===== src/rtl/seg_pkg.sv =====
// Shared constants and helpers for the multiplexed 7-segment scan path.
// Provides segment/nibble widths, the default scan divider and a blank mask.
package seg_pkg;

    localparam int NIBBLE_W = 4;
    localparam int MAX_DIGITS = 8;

    // All segments off for an active-low 7-segment decoder.
    localparam logic [6:0] SEG_BLANK = 7'b1111111;

    // 50 MHz clock: 50000 cycles per digit gives 1 ms per digit.
    localparam int SCAN_DIV_50MHZ = 50000;

    // Index width for a digit counter, never narrower than one bit.
    function automatic int idx_w(input int n);
        return (n > 2) ? $clog2(n) : 1;
    endfunction

    // Bit k (k >= 1) set iff every nibble at positions >= k is zero.
    // Bit 0 is always clear: the least significant digit stays lit.
    function automatic logic [MAX_DIGITS-1:0] lz_mask(
        input logic [MAX_DIGITS*NIBBLE_W-1:0] word,
        input int                             n
    );
        logic [MAX_DIGITS-1:0] m;
        logic                  z;
        m = '0;
        z = 1'b1;
        for (int k = MAX_DIGITS - 1; k >= 1; k--) begin
            if (k < n) begin
                z    = z & (word[k*NIBBLE_W +: NIBBLE_W] == '0);
                m[k] = z;
            end
        end
        return m;
    endfunction

endpackage


===== src/rtl/seg_scan_ctrl_if.sv =====
// Handshake and display bus between a word source and the scan controller.
// master: drives data_in/data_valid/freeze; slave: drives ready and digits.
interface seg_scan_ctrl_if
    import seg_pkg::*;
#(
    parameter int NUM_DIGITS = 4
);

    logic [NUM_DIGITS*NIBBLE_W-1:0] data_in;
    logic                           data_valid;
    logic                           data_ready;
    logic                           freeze;
    logic [NIBBLE_W-1:0]            digit_code;
    logic [NUM_DIGITS-1:0]          digit_sel;
    logic                           digit_blank;
    logic                           frame_tick;

    modport master (
        output data_in,
        output data_valid,
        output freeze,
        input  data_ready,
        input  digit_code,
        input  digit_sel,
        input  digit_blank,
        input  frame_tick
    );

    modport slave (
        input  data_in,
        input  data_valid,
        input  freeze,
        output data_ready,
        output digit_code,
        output digit_sel,
        output digit_blank,
        output frame_tick
    );

endinterface


===== src/rtl/seg_scan_prescaler.sv =====
// Digit-rate prescaler and digit index counter for the scan controller.
// Ports: clk, rst, idx_o (current digit), frame_end_o, frame_start_o.
module seg_scan_prescaler
    import seg_pkg::*;
#(
    parameter int SCAN_DIV   = SCAN_DIV_50MHZ,
    parameter int NUM_DIGITS = 4,
    localparam int PW        = $clog2(SCAN_DIV),
    localparam int IW        = idx_w(NUM_DIGITS)
) (
    input  logic          clk,
    input  logic          rst,
    output logic [IW-1:0] idx_o,
    output logic          frame_end_o,
    output logic          frame_start_o
);

    logic [PW-1:0] cnt_q, cnt_d;
    logic [IW-1:0] idx_q, idx_d;
    logic          wrap;
    logic          last_digit;

    assign wrap       = (cnt_q == PW'(SCAN_DIV - 1));
    assign last_digit = (idx_q == IW'(NUM_DIGITS - 1));

    // Both counters wrap by compare so no width ever overflows.
    always_comb begin
        cnt_d = cnt_q;
        idx_d = idx_q;
        if (wrap) begin
            cnt_d = '0;
            idx_d = last_digit ? '0 : idx_q + 1'b1;
        end else begin
            cnt_d = cnt_q + 1'b1;
        end
    end

    always_ff @(posedge clk or posedge rst) begin
        if (rst) begin
            cnt_q <= '0;
            idx_q <= '0;
        end else begin
            cnt_q <= cnt_d;
            idx_q <= idx_d;
        end
    end

    assign idx_o         = idx_q;
    assign frame_end_o   = wrap && last_digit;
    assign frame_start_o = (cnt_q == '0) && (idx_q == '0);

endmodule


===== src/rtl/seg_scan_ctrl.sv =====
// Double-buffered hex word to time-multiplexed 7-segment nibble scanner.
// Ports: clk, rst, bus (slave: word handshake in, digit code/select out).
module seg_scan_ctrl
    import seg_pkg::*;
#(
    parameter int NUM_DIGITS = 4,
    parameter int SCAN_DIV   = SCAN_DIV_50MHZ,
    parameter bit LZ_BLANK   = 1'b1
) (
    input  logic                  clk,
    input  logic                  rst,
    seg_scan_ctrl_if.slave        bus
);

    localparam int W  = NUM_DIGITS * NIBBLE_W;
    localparam int IW = idx_w(NUM_DIGITS);

    logic [IW-1:0]           idx;
    logic                    frame_end;
    logic                    frame_start;

    logic [W-1:0]            pend_q, pend_d;
    logic [W-1:0]            disp_q, disp_d;
    logic                    full_q, full_d;
    logic                    ready_q, ready_d;
    logic [NIBBLE_W-1:0]     code_q, code_d;
    logic [NUM_DIGITS-1:0]   sel_q, sel_d;
    logic                    blank_q, blank_d;
    logic                    tick_q, tick_d;

    logic                    xfer;
    logic                    promote;
    logic [MAX_DIGITS-1:0]   mask;

    seg_scan_prescaler #(
        .SCAN_DIV   (SCAN_DIV),
        .NUM_DIGITS (NUM_DIGITS)
    ) u_pre (
        .clk           (clk),
        .rst           (rst),
        .idx_o         (idx),
        .frame_end_o   (frame_end),
        .frame_start_o (frame_start)
    );

    assign xfer    = bus.data_valid && ready_q;
    // Never coincides with xfer: ready_q is low whenever full_q is set.
    assign promote = frame_end && full_q && !bus.freeze;
    assign mask    = lz_mask((MAX_DIGITS*NIBBLE_W)'(disp_q), NUM_DIGITS);

    always_comb begin
        pend_d = pend_q;
        disp_d = disp_q;
        full_d = full_q;
        if (xfer) begin
            pend_d = bus.data_in;
            full_d = 1'b1;
        end
        if (promote) begin
            disp_d = pend_q;
            full_d = 1'b0;
        end
        ready_d = !full_d;
    end

    // Outputs follow the current index, so they lag it by one cycle.
    always_comb begin
        code_d  = '0;
        sel_d   = '0;
        blank_d = 1'b0;
        tick_d  = frame_start;
        for (int k = 0; k < NUM_DIGITS; k++) begin
            if (idx == IW'(k)) begin
                code_d   = disp_q[k*NIBBLE_W +: NIBBLE_W];
                sel_d[k] = 1'b1;
                blank_d  = LZ_BLANK && mask[k];
            end
        end
    end

    always_ff @(posedge clk or posedge rst) begin
        if (rst) begin
            pend_q  <= '0;
            disp_q  <= '0;
            full_q  <= 1'b0;
            ready_q <= 1'b1;
            code_q  <= '0;
            sel_q   <= NUM_DIGITS'(1);
            blank_q <= 1'b0;
            tick_q  <= 1'b0;
        end else begin
            pend_q  <= pend_d;
            disp_q  <= disp_d;
            full_q  <= full_d;
            ready_q <= ready_d;
            code_q  <= code_d;
            sel_q   <= sel_d;
            blank_q <= blank_d;
            tick_q  <= tick_d;
        end
    end

    assign bus.data_ready  = ready_q;
    assign bus.digit_code  = code_q;
    assign bus.digit_sel   = sel_q;
    assign bus.digit_blank = blank_q;
    assign bus.frame_tick  = tick_q;

endmodule


===== src/flat_wrapper.sv =====
// flat-port wrapper written by rule: the top's interface ports become plain ports
module seg_scan_ctrl_flat import seg_pkg::*;
#(
    parameter int NUM_DIGITS = 4,
    parameter int SCAN_DIV   = SCAN_DIV_50MHZ,
    parameter bit LZ_BLANK   = 1'b1
)
  (clk, rst, bus_data_in, bus_data_valid, bus_freeze, bus_data_ready, bus_digit_code, bus_digit_sel, bus_digit_blank, bus_frame_tick);
  seg_scan_ctrl_if #(.NUM_DIGITS(NUM_DIGITS)) bus_i ();
  input  logic clk;
  input  logic rst;
  input wire logic [$bits(bus_i.data_in)-1:0] bus_data_in;
  input wire logic [$bits(bus_i.data_valid)-1:0] bus_data_valid;
  input wire logic [$bits(bus_i.freeze)-1:0] bus_freeze;
  output wire logic [$bits(bus_i.data_ready)-1:0] bus_data_ready;
  output wire logic [$bits(bus_i.digit_code)-1:0] bus_digit_code;
  output wire logic [$bits(bus_i.digit_sel)-1:0] bus_digit_sel;
  output wire logic [$bits(bus_i.digit_blank)-1:0] bus_digit_blank;
  output wire logic [$bits(bus_i.frame_tick)-1:0] bus_frame_tick;
  assign bus_i.data_in = bus_data_in;
  assign bus_i.data_valid = bus_data_valid;
  assign bus_i.freeze = bus_freeze;
  assign bus_data_ready = bus_i.data_ready;
  assign bus_digit_code = bus_i.digit_code;
  assign bus_digit_sel = bus_i.digit_sel;
  assign bus_digit_blank = bus_i.digit_blank;
  assign bus_frame_tick = bus_i.frame_tick;
  seg_scan_ctrl #(.NUM_DIGITS(NUM_DIGITS), .SCAN_DIV(SCAN_DIV), .LZ_BLANK(LZ_BLANK)) u_core (.clk(clk), .rst(rst), .bus(bus_i));
endmodule

===== config.mk =====
export PLATFORM = sky130hd
export DESIGN_NAME = seg_scan_ctrl_flat
export DESIGN_NICKNAME = d
export VERILOG_FILES = /design/src/rtl/seg_pkg.sv /design/src/rtl/seg_scan_ctrl_if.sv /design/src/rtl/seg_scan_prescaler.sv /design/src/rtl/seg_scan_ctrl.sv /design/src/flat_wrapper.sv
export SDC_FILE = /design/constraint.sdc
export NUM_CORES = 1
export LEC_CHECK = 0
export ABC_AREA = 1
export CORE_UTILIZATION = 49
export CTS_CLUSTER_DIAMETER = 50
export DETAILED_ROUTE_END_ITERATION = 16
export PLACE_DENSITY = 0.71
export SETUP_SLACK_MARGIN = 0.3
export SYNTH_ARGS = -nofsm -noshare
export SYNTH_HDL_FRONTEND = slang
export SYNTH_SLANG_ARGS = --single-unit

===== constraint.sdc =====
create_clock -name clk -period 3 [get_ports clk]
set_clock_uncertainty 0.1 [all_clocks]
set_input_delay 0.6 -clock clk [delete_from_list [all_inputs] [get_ports clk]]
set_output_delay 0.6 -clock clk [all_outputs]
set_load 0.005 [all_outputs]

# Yosys cells after proc, flatten, opt, wreduce, memory -nomap -nowiden
# Index checks and enable logic that the tools add are counted.
[op_classes]
n_addsub = 2
n_reduce_logical = 12
n_eq_ne = 4
n_mux = 15
bitwise = 2
[ops]
columns = ["operator", "count"]
rows = [
  ["$add 16x1->16 const B", 1],
  ["$eq 16x16->1 const B", 1],
  ["$logic_not 16->1", 1],
  ["$mux 16", 1],
  ["$mux 4", 4],
  ["$logic_not 4->1", 3],
  ["$mux 1", 9],
  ["$logic_and 1x1->1", 5],
  ["$eq 2x2->1 const B", 2],
  ["$add 2x1->2 const B", 1],
  ["$and 1x1->1", 2],
  ["$eq 2x1->1 const B", 1],
  ["$logic_not 1->1", 2],
  ["$logic_not 2->1", 1],
  ["$mux 2", 1],
]
[word_totals]
input_bits = 20
regBits = 62
elab_cells = 45

# Logic depth before layout (Yosys ltp)
# Gate-level depths: netlist of run 1.
[logic_depth]
word_depth = 6
ltp_mapped = 9
ltp_nobuf = 9

# By module
# Synthesis of run 1 repeated with hierarchy kept, for this count alone.
[unflattened]
cells_unflattened = 331
area_unflattened_um2 = 2788.9
[by_module_without_submodules]
columns = ["mod", "area_per_inst_um2", "n_inst", "cells_per_inst"]
rows = [
  ["seg_scan_ctrl", 1696.6, 1, 178],
  ["seg_scan_prescaler", 1092.3, 1, 153],
]

# Worst setup path after synthesis of run 1
# OpenSTA, ideal clock, no wires.
[synth_path]
kind = "reg-to-reg"
from = "register u_core.u_pre.idx_q[0] (netlist: u_core.u_pre.idx_o[0])"
to = "register u_core.disp_q[5]"
setup_ps = 117
stages_incl_launch_ff = 8
path_buffers = 1
period_less_slack_ps = 1502
slack_ps = 1498
t_arrival_ps = 1285
path_cell_list = "dfrtp_1 > ha_1 > nand2_1 > nor2_4 > nand3_4 > buf_6 > nand2_1 > nand2_1"
[synth_via]
elab_chain_cells = 4
[synth_rtl]
columns = ["element", "line", "text"]
rows = [
  ["start: declaration", "seg_scan_prescaler.sv:19", "logic [IW-1:0] idx_q, idx_d;"],
  ["start signal: assignment", "seg_scan_prescaler.sv:44", "idx_q <= idx_d;"],
  ["$eq 2x2->1", "seg_scan_prescaler.sv:24", "assign last_digit = (idx_q == IW'(NUM_DIGITS - 1));"],
  ["$logic_and 1x1->1", "seg_scan_prescaler.sv:49", "assign frame_end_o = wrap && last_digit;"],
  ["$logic_and 1x1->1 (2 in a row)", "seg_scan_ctrl.sv:48", "assign promote = frame_end && full_q && !bus.freeze;"],
  ["end signal: assignment", "seg_scan_ctrl.sv:93", "disp_q <= disp_d;"],
  ["end: declaration", "seg_scan_ctrl.sv:23", "logic [W-1:0] disp_q, disp_d;"],
]
# Every way passes these cells.
# A chain may end at the register's enable or synchronous reset.

# Worst setup path after layout of run 1
[layout_path]
from = "register u_core.ready_q (netlist: u_core.bus.data_ready)"
to = "output bus_data_ready"
[layout_rtl]
columns = ["element", "line", "text"]
rows = [
  ["start: declaration", "seg_scan_ctrl.sv:25", "logic ready_q, ready_d;"],
  ["start signal: assignment", "seg_scan_ctrl.sv:95", "ready_q <= ready_d;"],
  ["end: declaration", "flat_wrapper.sv:15", "output wire logic [$bits(bus_i.data_ready)-1:0] bus_data_ready;"],
]
# No word-level cell between the ends.

==> flow_results.org, run 1 <==
** Placed design
- Number of port buffers :: 30
- The congestion estimate from routability-driven global placement came to about 0.9.
- DP HPWL :: about 4200 microns

** Synth
- After synthesis, the netlist uses 32 different library cells.
- Synth area leaders :: dfrtp_1 52%, nand2_1 16%, nor2_1 4.9%
- After synthesis, the mean cell area works out to around 8.5 sq um.
- Flop and latch count out of synthesis :: 62
- Number of warnings issued by yosys :: 0
- Top-count cell post-synth :: nand2_1
- The synthesized design contains 0 enable-type register cells.
- Share of synthesized area occupied by flip-flops and latches :: between 50% and 60%
- Synthesized area :: 2900 sq um
- Most frequent cells after synthesis :: 126 x nand2_1, 60 x dfrtp_1, 38 x nor2_1
- In this run the biggest area consumer among cell types represents 51.8% of the synthesized area.
- Fraction of registers with async set or reset after synthesis :: 100%
- The most used flip-flop cell after synthesis is dfrtp_1.
- Post-synth net total :: 368
- Number of instances in the synthesized netlist :: roughly 340
- The largest total area in the synthesized netlist belongs to dfrtp_1.

** Critical path
- Start-to-end type of the worst setup path :: flop to primary output
- Of all nets on the critical path, the largest fanout is 2.
- The endpoint identified for the worst register-to-register timing path is u_core.full_q.
- On the critical path, the stage with the largest delay is an instance of dfstp_2.
- Following the worst setup path forward leads to its endpoint at bus_data_ready.
- The critical path starts at u_core.bus.data_ready.
- Count of cells along the worst register-to-register path :: 6
- FF-to-FF Start :: u_core.u_pre.idx_o[0]
- Data on the critical path arrives at its endpoint at about 1.4 ns.
- Worst-path cell chain :: clkdlybuf4s50_1
- Kind of cell adding the most delay to the critical path :: flip-flops
- Logic depth of the worst setup path including buffers :: 1
- Kind of end point of the critical path :: primary output
- Together, buffers and inverters on the worst path number 1.
- Kind of launch point of the worst setup path :: flop
- Biggest cell delay along the critical path :: about 0.54 ns
- Data on the critical path is required at its endpoint by 2.30 ns.
- Flop-to-flop setup slack :: between 1 and 1.5 ns

** Cells and area
- Relative to the synthesized area, the layout overhead comes to 19.5%.
- Net count reported at finish :: about 400
- The post-route netlist has under 10% of its cells at a drive strength greater than 1.
- 0 antenna diodes ended up in the layout.

** Clocking
- Worst-Skew Late Latency :: 0.34 ns
- Number of resized instances in the post-cts repair step :: 0
- CTS tree :: done
- In this run the clock root is driven by a clkbuf_8.
- The longest clock path from root to sink contains 2 buffers.
- The tree built by TritonCTS fans out to 62 sinks.
- Clock transition at the registers of the reported paths :: 0.06 ns
- H-tree depth :: 3
- Count of buffers added by post-CTS timing repair for setup :: 0
- In this run, post-CTS hold repair placed 0 buffers.
- In this run, CTS created clock tree buffers numbering 9.

** Job
- Max Cap Viol :: 0

** Status
- Result of the run :: finished clean

** Drt
- For this run, design rule violations remaining after detail routing come to 0.
- Detailed routing inserted a total of 2,309 vias.
- Dividing the detail-routed wire length by the instance count gives 12.7 microns.
- Before antenna repair, the detailed router went through 4 iterations.
- The detail route stage leaves a number of antenna-violating nets equal to 0.
- Summed over all layers, the routed wires come to 5790 microns.
- In the routed layout, each cell is associated on average with a via count of 5.07.
- Drt initial violations :: 89

** Die
- Area of the die :: approximately 6200 sq um
- Number of top-level design ports :: 31
- Starting utilization of the core area :: about half
- Die Y-Extent :: 78.9 microns
- Cell row count :: 27
- From left edge to right edge, the die measures 78.9 microns.
- The region available for standard cell placement spans 5610 sq um.

** GRT
- Entering global routing, the biggest net connects 36 pins.
- The first global-routing pass estimated between 10,000 and 15,000 microns of wire.
- The total overflow left after global routing is 0.
- Number of global-route vias before repair :: 2,219
- Global routing consumed, over all layers together, roughly 21% of the routing resources.
- The number of antenna violations at the first check in global routing is 0.

** Power and ir drop
- Final Power :: between 1.5 and 2 mW
- In this run the power density over the cells is 516 nW/um^2.
- Static Leak :: 1.81 nW
- IR analysis of the VDD net gives a maximum drop of 0.000402 V.

** Hold path
- The path class of the tightest hold or removal check is flop to flop.

** Timing
- In the final timing run, aggregate negative setup slack is 0 ns.
- The hold violation count in the final report is 0.
- The final critical path takes up approximately 70% of the cycle.
- Post-layout minimum cycle time :: slightly above 2 ns
- At the pin with the least slew margin, the transition time is between 0.6 and 0.7 ns.
- Headroom to the max-slew limit came out at 59.7%.
- For this run, the top clock speed supported by timing is roughly 480 MHz.
- Setup violations remaining at the end of the flow were counted as 0.
- Max-slew violation count :: 0
- Setup repair after global routing left no endpoint under its margin.
[layout make-up]
type                            instances  area, sq um
Clock buffer                           12          145
Clock inverter                          4         47.5
Fill cell                             498         2140
Inverter                               29          110
Multi-Input combinational cell        245         1200
Sequential cell                        62         1550
Tap cell                               72         90.1
Timing Repair Buffer                   31          320
[cell families (layout without fill, tap and decap cells)]
family	after synthesis	count (layout)	synth area share, %
and+or+nand+nor	213	213	33.2
DFF	62	62	53.6
buffers and inverters	35	76	5.13
AOI/OAI and AO/OA	20	20	3.71
adders and majority gates	6	6	2.59
xor gates and xnor gates	6	6	1.81
[layer usage]
layer	wire length, microns	GRT usage [%]
met1	2620	26.0
met2	2780	34.5
met3	261	7.70
met4	116	9.45
met5	0	0
[stage by stage]
step	utilization, %	hold WS, ns	area [sq um]	setup slack (ns)	instances
finish	61.8	0.374	3460	0.928	455
global route	61.8	0.400	3460	0.853	455
CTS	61.8	0.379	3460	0.904	455
detailed placement	58.3	0.360	3270	0.792	439
global placement	58.3	0.360	3270	0.867	439
floorplan	-	0.332	2900	0.762	342
[power by group]
| part | switching, mW | leakage, nW | internal [mW] |
|---|---|---|---|
| logic | 0.0610 | 0.901 | 0.0575 |
| clock network | 0.312 | 0.0964 | 0.404 |
| registers | 0.0442 | 0.816 | 0.910 |
[flip-flops by register name, indices dropped and copies added (netlist names)]
signal / cells
u_core.bus.digit_blank: 1
u_core.bus.frame_tick: 1
u_core.bus.data_ready: 1
u_core.bus.digit_code: 4
u_core.disp_q: 16
u_core.bus.digit_sel: 4
u_core.u_pre.cnt_q: 16
u_core.full_q: 1
u_core.pend_q: 16
u_core.u_pre.idx_o: 2
[layout by cell type, fill, tap and decap left out, types with 2 or more instances in the layout]
master | netlist | routed
a21oi_1 | 6 | 6
clkbuf_1 | 2 | 2
clkbuf_8 | 0 | 10
clkdlybuf4s50_1 | 0 | 30
clkinv_2 | 1 | 3
dfrtp_1 | 60 | 60
dfstp_2 | 2 | 2
ha_1 | 6 | 6
inv_1 | 26 | 25
inv_2 | 2 | 3
nand2_1 | 126 | 126
nand2_2 | 3 | 3
nand3_1 | 14 | 14
nand4_1 | 18 | 18
nor2_1 | 38 | 38
nor2_2 | 2 | 2
nor2_8 | 2 | 2
nor3_1 | 2 | 2
o21ai_0 | 11 | 11
xor2_1 | 6 | 6
[how the worst min path moves through the flow]
stage                            startpoint                    end  slack [ns]  cells past startpoint
final                     u_core.disp_q[13]      u_core.disp_q[13]        0.37                      2
after global routing       u_core.disp_q[0]       u_core.disp_q[0]        0.40                      2
after CTS                  u_core.disp_q[6]       u_core.disp_q[6]        0.38                      2
after detailed placement   u_core.disp_q[6]       u_core.disp_q[6]        0.36                      2
after global placement     u_core.disp_q[3]       u_core.disp_q[3]        0.36                      2
after floorplan               u_core.full_q  u_core.bus.data_ready        0.33                      1
[worst min-delay path, cell delays in order, from the launching register on]
cell	delay, ns
dfrtp_1	0.35
nand2_1	0.05
nand2_1	0.04
No activity file was read; power rests on OpenSTA's default activity.
==> inputs of run 2 (changes only) <==
--- a/config.mk
+++ b/config.mk
@@ -9,7 +9,7 @@
 export CORE_UTILIZATION = 49
 export CTS_CLUSTER_DIAMETER = 50
 export DETAILED_ROUTE_END_ITERATION = 16
-export PLACE_DENSITY = 0.71
+export PLACE_DENSITY = 0.73
 export SETUP_SLACK_MARGIN = 0.3
 export SYNTH_ARGS = -nofsm -noshare
 export SYNTH_HDL_FRONTEND = slang
==> constraint.sdc (replaced) <==
create_clock -name clk -period 1.9 [get_ports clk]
set_clock_uncertainty 0.1 [all_clocks]
set_input_delay 0.38 -clock clk [delete_from_list [all_inputs] [get_ports clk]]
set_output_delay 0.38 -clock clk [all_outputs]
set_load 0.005 [all_outputs]
==> flow_results.org, run 2 (synthesis gave the netlist of run 1 again) <==
** Power and ir drop
- Maximum resistive drop on vdd :: 0.000624 V
- For this design the static power due to leakage is 1.91 nW.
- Clk pwr share :: 43.2%
- Overall power consumption after layout is estimated at 2.99 mW.
- Power Density :: 825 nW/um^2
- Sw frac :: a little under a quarter
- The analysis attributes to net switching a power of just under 0.7 mW.
- Combinational share of power :: 6.6%
- Internal power comes to ~2.3 mW.
- Of the total power, registers draw 50.2%.

** GRT
- The first global-routing pass estimated 10,200 microns of wire.
- Global routing used 21.7% of the available tracks across all layers.
- The via count of the first global-routing pass came to ~2,200.
- The number of antenna violations at the first check in global routing is 0.
- Maximum number of pins on one net before global-route repair :: 25
- Total congestion overflow :: 0

** Timing
- At the pin with the least slew margin, the transition time is 0.434 ns.
- Ratio of final minimum period to clock period :: 81.5%
- Relative slew margins :: 71.0%
- Max Freq :: 646 MHz
- Hold Violations, Final :: 0
- Setup repair after global routing could not meet its margin everywhere.
- Setup violations remaining at the end of the flow were counted as 0.
- Max-slew violation count :: 0
- Post-layout minimum cycle time :: 1.55 ns
- Summed over all failing endpoints, the final setup total negative slack is 0 ns.

** Die
- Cell row count :: 27
- The region available for standard cell placement spans 5610 sq um.
- The floorplan step set the die height to between 70 and 80 microns.
- Width of the chip :: 78.9 microns
- For this configuration, the core starts out at a cell density of between 50% and 60%.
- Number of top-level design ports :: 31
- The die covers between 6000 and 7000 sq um.

** Clocking
- CTS tree :: done
- Total clock sinks :: between 60 and 70
- Buffers from clock root to sink, at most :: 2
- After clock tree synthesis, the clock-pin slew on the worst setup and hold paths is 0.07 ns.
- In this run the number of H-tree levels came out at 3.
- Worst-Skew Late Latency :: 0.34 ns
- CTS placed an instance of clkbuf_8 at the clock tree root.
- Total clock buffers created by CTS :: 9

** Placed design
- Weighted congestion at the end of routability-driven global placement :: 0.900
- Detailed placement finished with a half-perimeter wire length of 4150 microns.
- During placement, the flow inserted port buffers numbering 30.
- In this run, placement finished with an instance count of 445.

** Critical path
- Data arrival time of the critical path :: 1.07 ns
- Start-to-end type of the worst setup path :: flop to primary output
- Highest net fanout along the worst path :: 2
- The slowest stage of the critical path belongs to the cell dfstp_2.
- The number of buffers and inverters on the critical path is 1.
- On the critical path the largest part of the delay comes from flip-flops.
- STA classifies the critical path startpoint as a flop.
- At the worst endpoint, the required time is 1.42 ns.
- Kind of end point of the critical path :: primary output
- Biggest cell delay along the critical path :: 0.53 ns
- Walking the worst path, the cells encountered are clkdlybuf4s15_1.

** Drt
- Number of detailed-route iterations in the first pass :: 4
- DRC violations left :: 0
- The first routing iteration left between 200 and 250 violations.
- Detailed-route wire length :: roughly 5900 microns
- Detailed routing inserted a total of ~2,300 vias.
- Wire per inst :: 12.8 microns
- Via-to-Cell Ratio :: 4.97
- Number of routed nets with antenna violations :: 0

** Cells and area
- In the final layout, the share of cells above drive strength 1 is 13.5%.
- Number of standard cells in the layout, taps in and fillers out :: 465
- Leaving out fill and tap cells, the most frequent cells in the layout are 126 x nand2_1, 59 x dfrtp_1, 37 x nor2_1.
- Compared with the post-synthesis result, the final layout area differs by 25.1%.
- Net count reported at finish :: about 410
- 0 antenna diodes ended up in the layout.
- In the final layout, the registers with the most flip-flops are u_core.disp_q (16), u_core.pend_q (16), u_core.u_pre.cnt_q (16).
- The library cell used most frequently in the layout, excluding fill and tap cells, is nand2_1.

** Job
- Max Cap Viol :: 0

** Status
- Result of the run :: finished clean

** Hold path
- The path class of the tightest hold or removal check is primary input to async pin.
-- run 2: changes by cell type in the layout (fill, tap and decap cells not counted), sizes merged, moves of 2 or more --
cell,previous run,this run
buf,1,10
clkinv,3,1
clkinvlp,1,4
clkdlybuf4s15,0,2
clkdlybuf4s50,30,19
dlygate4sd2,0,9
-- run 2: metal layers --
| metal | track usage (%) | up-vias | routed length (microns) |
|---|---|---|---|
| li1 | - | 1183 | - |
| met1 | 27.8 | 1067 | 2750 |
| met2 | 34.3 | 55 | 2900 |
| met3 | 6.21 | 6 | 223 |
| met4 | 9.82 | 0 | 65 |
| met5 | 0 | - | 0 |
-- run 2: stage by stage --
step	hold WS [ns]	setup slack, ns	instance area, sq um	utilization [%]
after detailed placement	0.364	0.253	3330	59.4
after global routing	0.308	0.249	3630	64.7
after global placement	0.362	0.303	3330	59.4
after CTS	0.281	0.293	3540	63.2
after floorplan	0.332	0.398	2900	-
final	0.294	0.352	3630	64.7
-- run 2: cell type report --
cell class	count	area, sq um
clock buffers	11	141
repair buffers	40	409
inverters	29	114
well taps	72	90.1
multi-input cells	246	1240
fillers	474	1980
flip-flops and latches	62	1560
clock inverters	5	82.6
-- run 2: worst paths after layout --
path                                       startpoint                     to  slack [ns]  cells past startpoint
worst max-delay path            u_core.bus.data_ready         bus_data_ready        0.35                      1
max in group asynchronous                         rst  u_core.u_pre.cnt_q[3]        0.95                      3
worst min register to register          u_core.full_q  u_core.bus.data_ready        0.36                      1
min in group clk                        u_core.full_q  u_core.bus.data_ready        0.36                      1
worst min-delay path                              rst          u_core.full_q        0.29                      2
worst max register to register  u_core.u_pre.cnt_q[0]  u_core.u_pre.cnt_q[3]        0.37                      7
-- run 2: power groups by stage --
stage	combinational, mW	sequential [mW]	clock, mW
after global placement	0.194	1.52	0
after CTS	0.202	1.50	1.33
final	0.199	1.50	1.29
after global routing	0.235	1.52	1.39
after floorplan	0.119	1.51	0
after detailed placement	0.201	1.53	0
-- run 2: repair_timing --
item / CTS / global route
cloned: 0 / 1
hold buffers: 0 / 0
buffers inserted: 0 / 3
setup endpoints to repair: 12 / 31
resized for setup: 12 / 18
==> inputs of run 3 (changes only) <==
--- a/config.mk
+++ b/config.mk
@@ -9,7 +9,7 @@
 export CORE_UTILIZATION = 49
 export CTS_CLUSTER_DIAMETER = 50
 export DETAILED_ROUTE_END_ITERATION = 16
-export PLACE_DENSITY = 0.73
+export PLACE_DENSITY = 0.71
 export SETUP_SLACK_MARGIN = 0.3
 export SYNTH_ARGS = -nofsm -noshare
 export SYNTH_HDL_FRONTEND = slang
==> constraint.sdc (replaced) <==
create_clock -name clk -period 1.6 [get_ports clk]
set_clock_uncertainty 0.1 [all_clocks]
set_input_delay 0.32 -clock clk [delete_from_list [all_inputs] [get_ports clk]]
set_output_delay 0.32 -clock clk [all_outputs]
set_load 0.005 [all_outputs]
==> flow_results.org, run 3 (synthesis gave the netlist of run 1 again) <==
** Placed design
- Weighted congestion at the end of routability-driven global placement :: 0.951
- Worst setup timing slack at the placement stage :: 0.0528 ns
- Detailed placement finished with a half-perimeter wire length of around 4300 microns.
- After detailed placement, the design holds a cell count of 452.
- During placement, the flow inserted port buffers numbering 30.

** GRT
- Number of global-route vias before repair :: around 2,500
- The number of antenna violations at the first check in global routing is 0.
- Maximum number of pins on one net before global-route repair :: 51
- Across every metal layer, demand over resource in global routing totals a little under a quarter.
- Total congestion overflow :: 0
- Global-route wire length before repair :: 11,200 microns

** Drt
- After detailed routing, the average wire length per cell comes to 14.2 microns.
- DRC violations left :: 0
- The detail route stage leaves a number of antenna-violating nets equal to 0.
- In this run, the number of DRC markers left after iteration 0 of detailed routing was approximately 160.
- Via-to-Cell Ratio :: between 5 and 6
- Detailed-route wire length :: 6980 microns
- Summing over every cut layer, the via total after detailed routing is 2,557.
- Number of detailed-route iterations in the first pass :: 4

** Die
- Width of the chip :: 78.9 microns
- Area of the die :: 6230 sq um
- Cell row count :: 27
- Die Y-Extent :: 78.9 microns
- Core Box Area :: about 5600 sq um
- Pin placement for this block handled 31 I/O pins.
- The initial utilization of the core area, before any placement, comes to 51.7%.

** Cells and area
- Of the cells placed in the final design, the portion with a size suffix greater than 1 is 32.7%.
- The area growth from synthesis to layout is 38.7%.
- The top cell types in the final layout, fill and taps aside, are 118 x nand2_1, 52 x dfrtp_1, 27 x buf_4.
- Number of standard cells in the layout, taps in and fillers out :: about 500
- Most common library cell in the layout ignoring fill and taps :: nand2_1
- 0 antenna diodes ended up in the layout.
- Registers with the highest flip-flop counts :: u_core.disp_q (16), u_core.pend_q (16), u_core.u_pre.cnt_q (16)
- Once layout is complete, the utilization of the core stands at 71.8%.
- After the last flow step, the layout net total stands at 440.

** Critical path
- Data on the critical path arrives at its endpoint at 1.65 ns.
- Kind of end point of the critical path :: flop
- Kind of launch point of the worst setup path :: flop
- Highest net fanout along the worst path :: 3
- FF-to-FF Start :: u_core.u_pre.cnt_q[1]
- Start-to-end type of the worst setup path :: flop to flop
- The worst register-to-register path has a setup slack of 0.13 ns.
- Critical Path Source :: u_core.u_pre.cnt_q[1]
- Required time of the critical path :: 1.78 ns

** Clocking
- Library cell used as clock root buffer :: clkbuf_8
- After clock tree synthesis, the clock-pin slew on the worst setup and hold paths is 0.07 ns.
- Total clock buffers created by CTS :: 9
- For the worst-skew pair, the clock arrives at the later sink with an insertion delay of 0.34 ns.
- The number of hold buffers added after CTS was 0.
- CTS tree :: done
- Counting along the longest clock path gives a buffer depth of 2.
- CTS built an H-tree with a depth of 3.
- Counting every sink on the clock net gives 62.

** Power and ir drop
- Internal power comes to 2.74 mW.
- In this run, the clock network consumes 43.5% of the power.
- The share of total power dissipated in sequential elements is 50.1%.
- The share of total power dissipated in combinational logic is 6.5%.
- The analysis attributes to cell leakage a power of 2.03 nW.
- Sw Pwr :: 0.826 mW
- Power Density :: 887 nW/um^2
- Across the VDD grid, the largest voltage drop is 0.000643 V.
- Sw frac :: 23.1%

** Timing
- Setup violations remaining at the end of the flow were counted as 0.
- Post-layout minimum cycle time :: approximately 1.5 ns
- Static timing analysis puts the maximum clock frequency at 679 MHz.
- The final critical path takes up 92.1% of the cycle.
- Least setup slack across all paths after layout :: 0.127 ns
- Total Neg Setup Slack :: 0 ns
- Relative slew margins :: around four fifths
- Setup repair after global routing missed its margin :: true
- Worst-Margin Slew :: around 0.27 ns
- Hold Violations, Final :: 0
- Max-slew violation count :: 0

** Hold path
- Hold Path Class :: primary input to async pin

** Status
- Result of the run :: finished clean

** Job
- Across the run, the number of max-cap violations was 0.
-- run 3: cell types whose count changed in the layout (fill, tap and decap cells not counted), moves of 7 or more --
cell,before,now
buf_4,5,27
nor2_1,37,23
buf_2,0,11
dlygate4sd2_1,9,0
inv_1,25,16
o21ai_0,9,0
nand2_1,126,118
nor2_2,3,11
o21ai_1,1,9
dfrtp_1,59,52
dfrtp_2,1,8
-- run 3: path summary, 6_finish.rpt --
| check | to | depth (start not counted) |
|---|---|---|
| max | u_core.u_pre.cnt_q[15] | 8 |
| min | u_core.bus.data_ready | 2 |
| max reg2reg | u_core.u_pre.cnt_q[15] | 8 |
| min reg2reg | u_core.bus.data_ready | 1 |
| max in group asynchronous | u_core.bus.digit_sel[0] | 3 |
| min in group clk | u_core.bus.data_ready | 1 |
-- run 3: area by class of cell --
| type | count | area (sq um) |
|---|---|---|
| Fill cell | 421 | 1580 |
| Sequential cell | 62 | 1560 |
| Multi-Input combinational cell | 245 | 1440 |
| Timing Repair Buffer | 67 | 578 |
| Clock buffer | 11 | 141 |
| Inverter | 29 | 133 |
| Tap cell | 72 | 90.1 |
| Clock inverter | 5 | 82.6 |
-- run 3: metal layers --
layer / vias up / GRT usage, % / share of wire (%)
met3: 20 / 5.63 / 3.9
met2: 73 / 39.0 / 49
met4: 0 / 13.3 / 3.0
met1: 1227 / 28.7 / 44
li1: 1237 / - / -
met5: - / 0 / 0
-- run 3: through the flow --
| step | total power, mW | cell area [sq um] | hold WS, ns |
|---|---|---|---|
| after floorplan | 1.93 | 2910 | 0.330 |
| after global placement | 2.04 | 3390 | 0.357 |
| after detailed placement | 2.05 | 3390 | 0.360 |
| after CTS | 3.58 | 3840 | 0.268 |
| after global routing | 3.72 | 4020 | 0.266 |
| final | 3.57 | 4020 | 0.274 |
-- run 3: power by group through the flow --
stage | clock, mW | combinational [mW] | sequential [mW]
after floorplan | 0 | 0.142 | 1.79
after global placement | 0 | 0.225 | 1.81
after detailed placement | 0 | 0.232 | 1.81
after CTS | 1.56 | 0.236 | 1.79
after global routing | 1.65 | 0.278 | 1.80
final | 1.55 | 0.231 | 1.79
-- run 3: what timing repair did --
action / 4_1_cts / 5_1_grt
buffers inserted: 14 / 9
setup endpoints to repair: 49 / 47
resized for setup: 101 / 41
pin swaps: 10 / 17
-- run 3: critical path, cell delays in order, from the launching register on --
cell and delay (ns):
dfrtp_1 0.40, buf_4 0.13, buf_4 0.11, nand2_1 0.10
nor2_4 0.13, nand2_2 0.09, o21ai_1 0.17, nand2_1 0.08
nor2_1 0.10
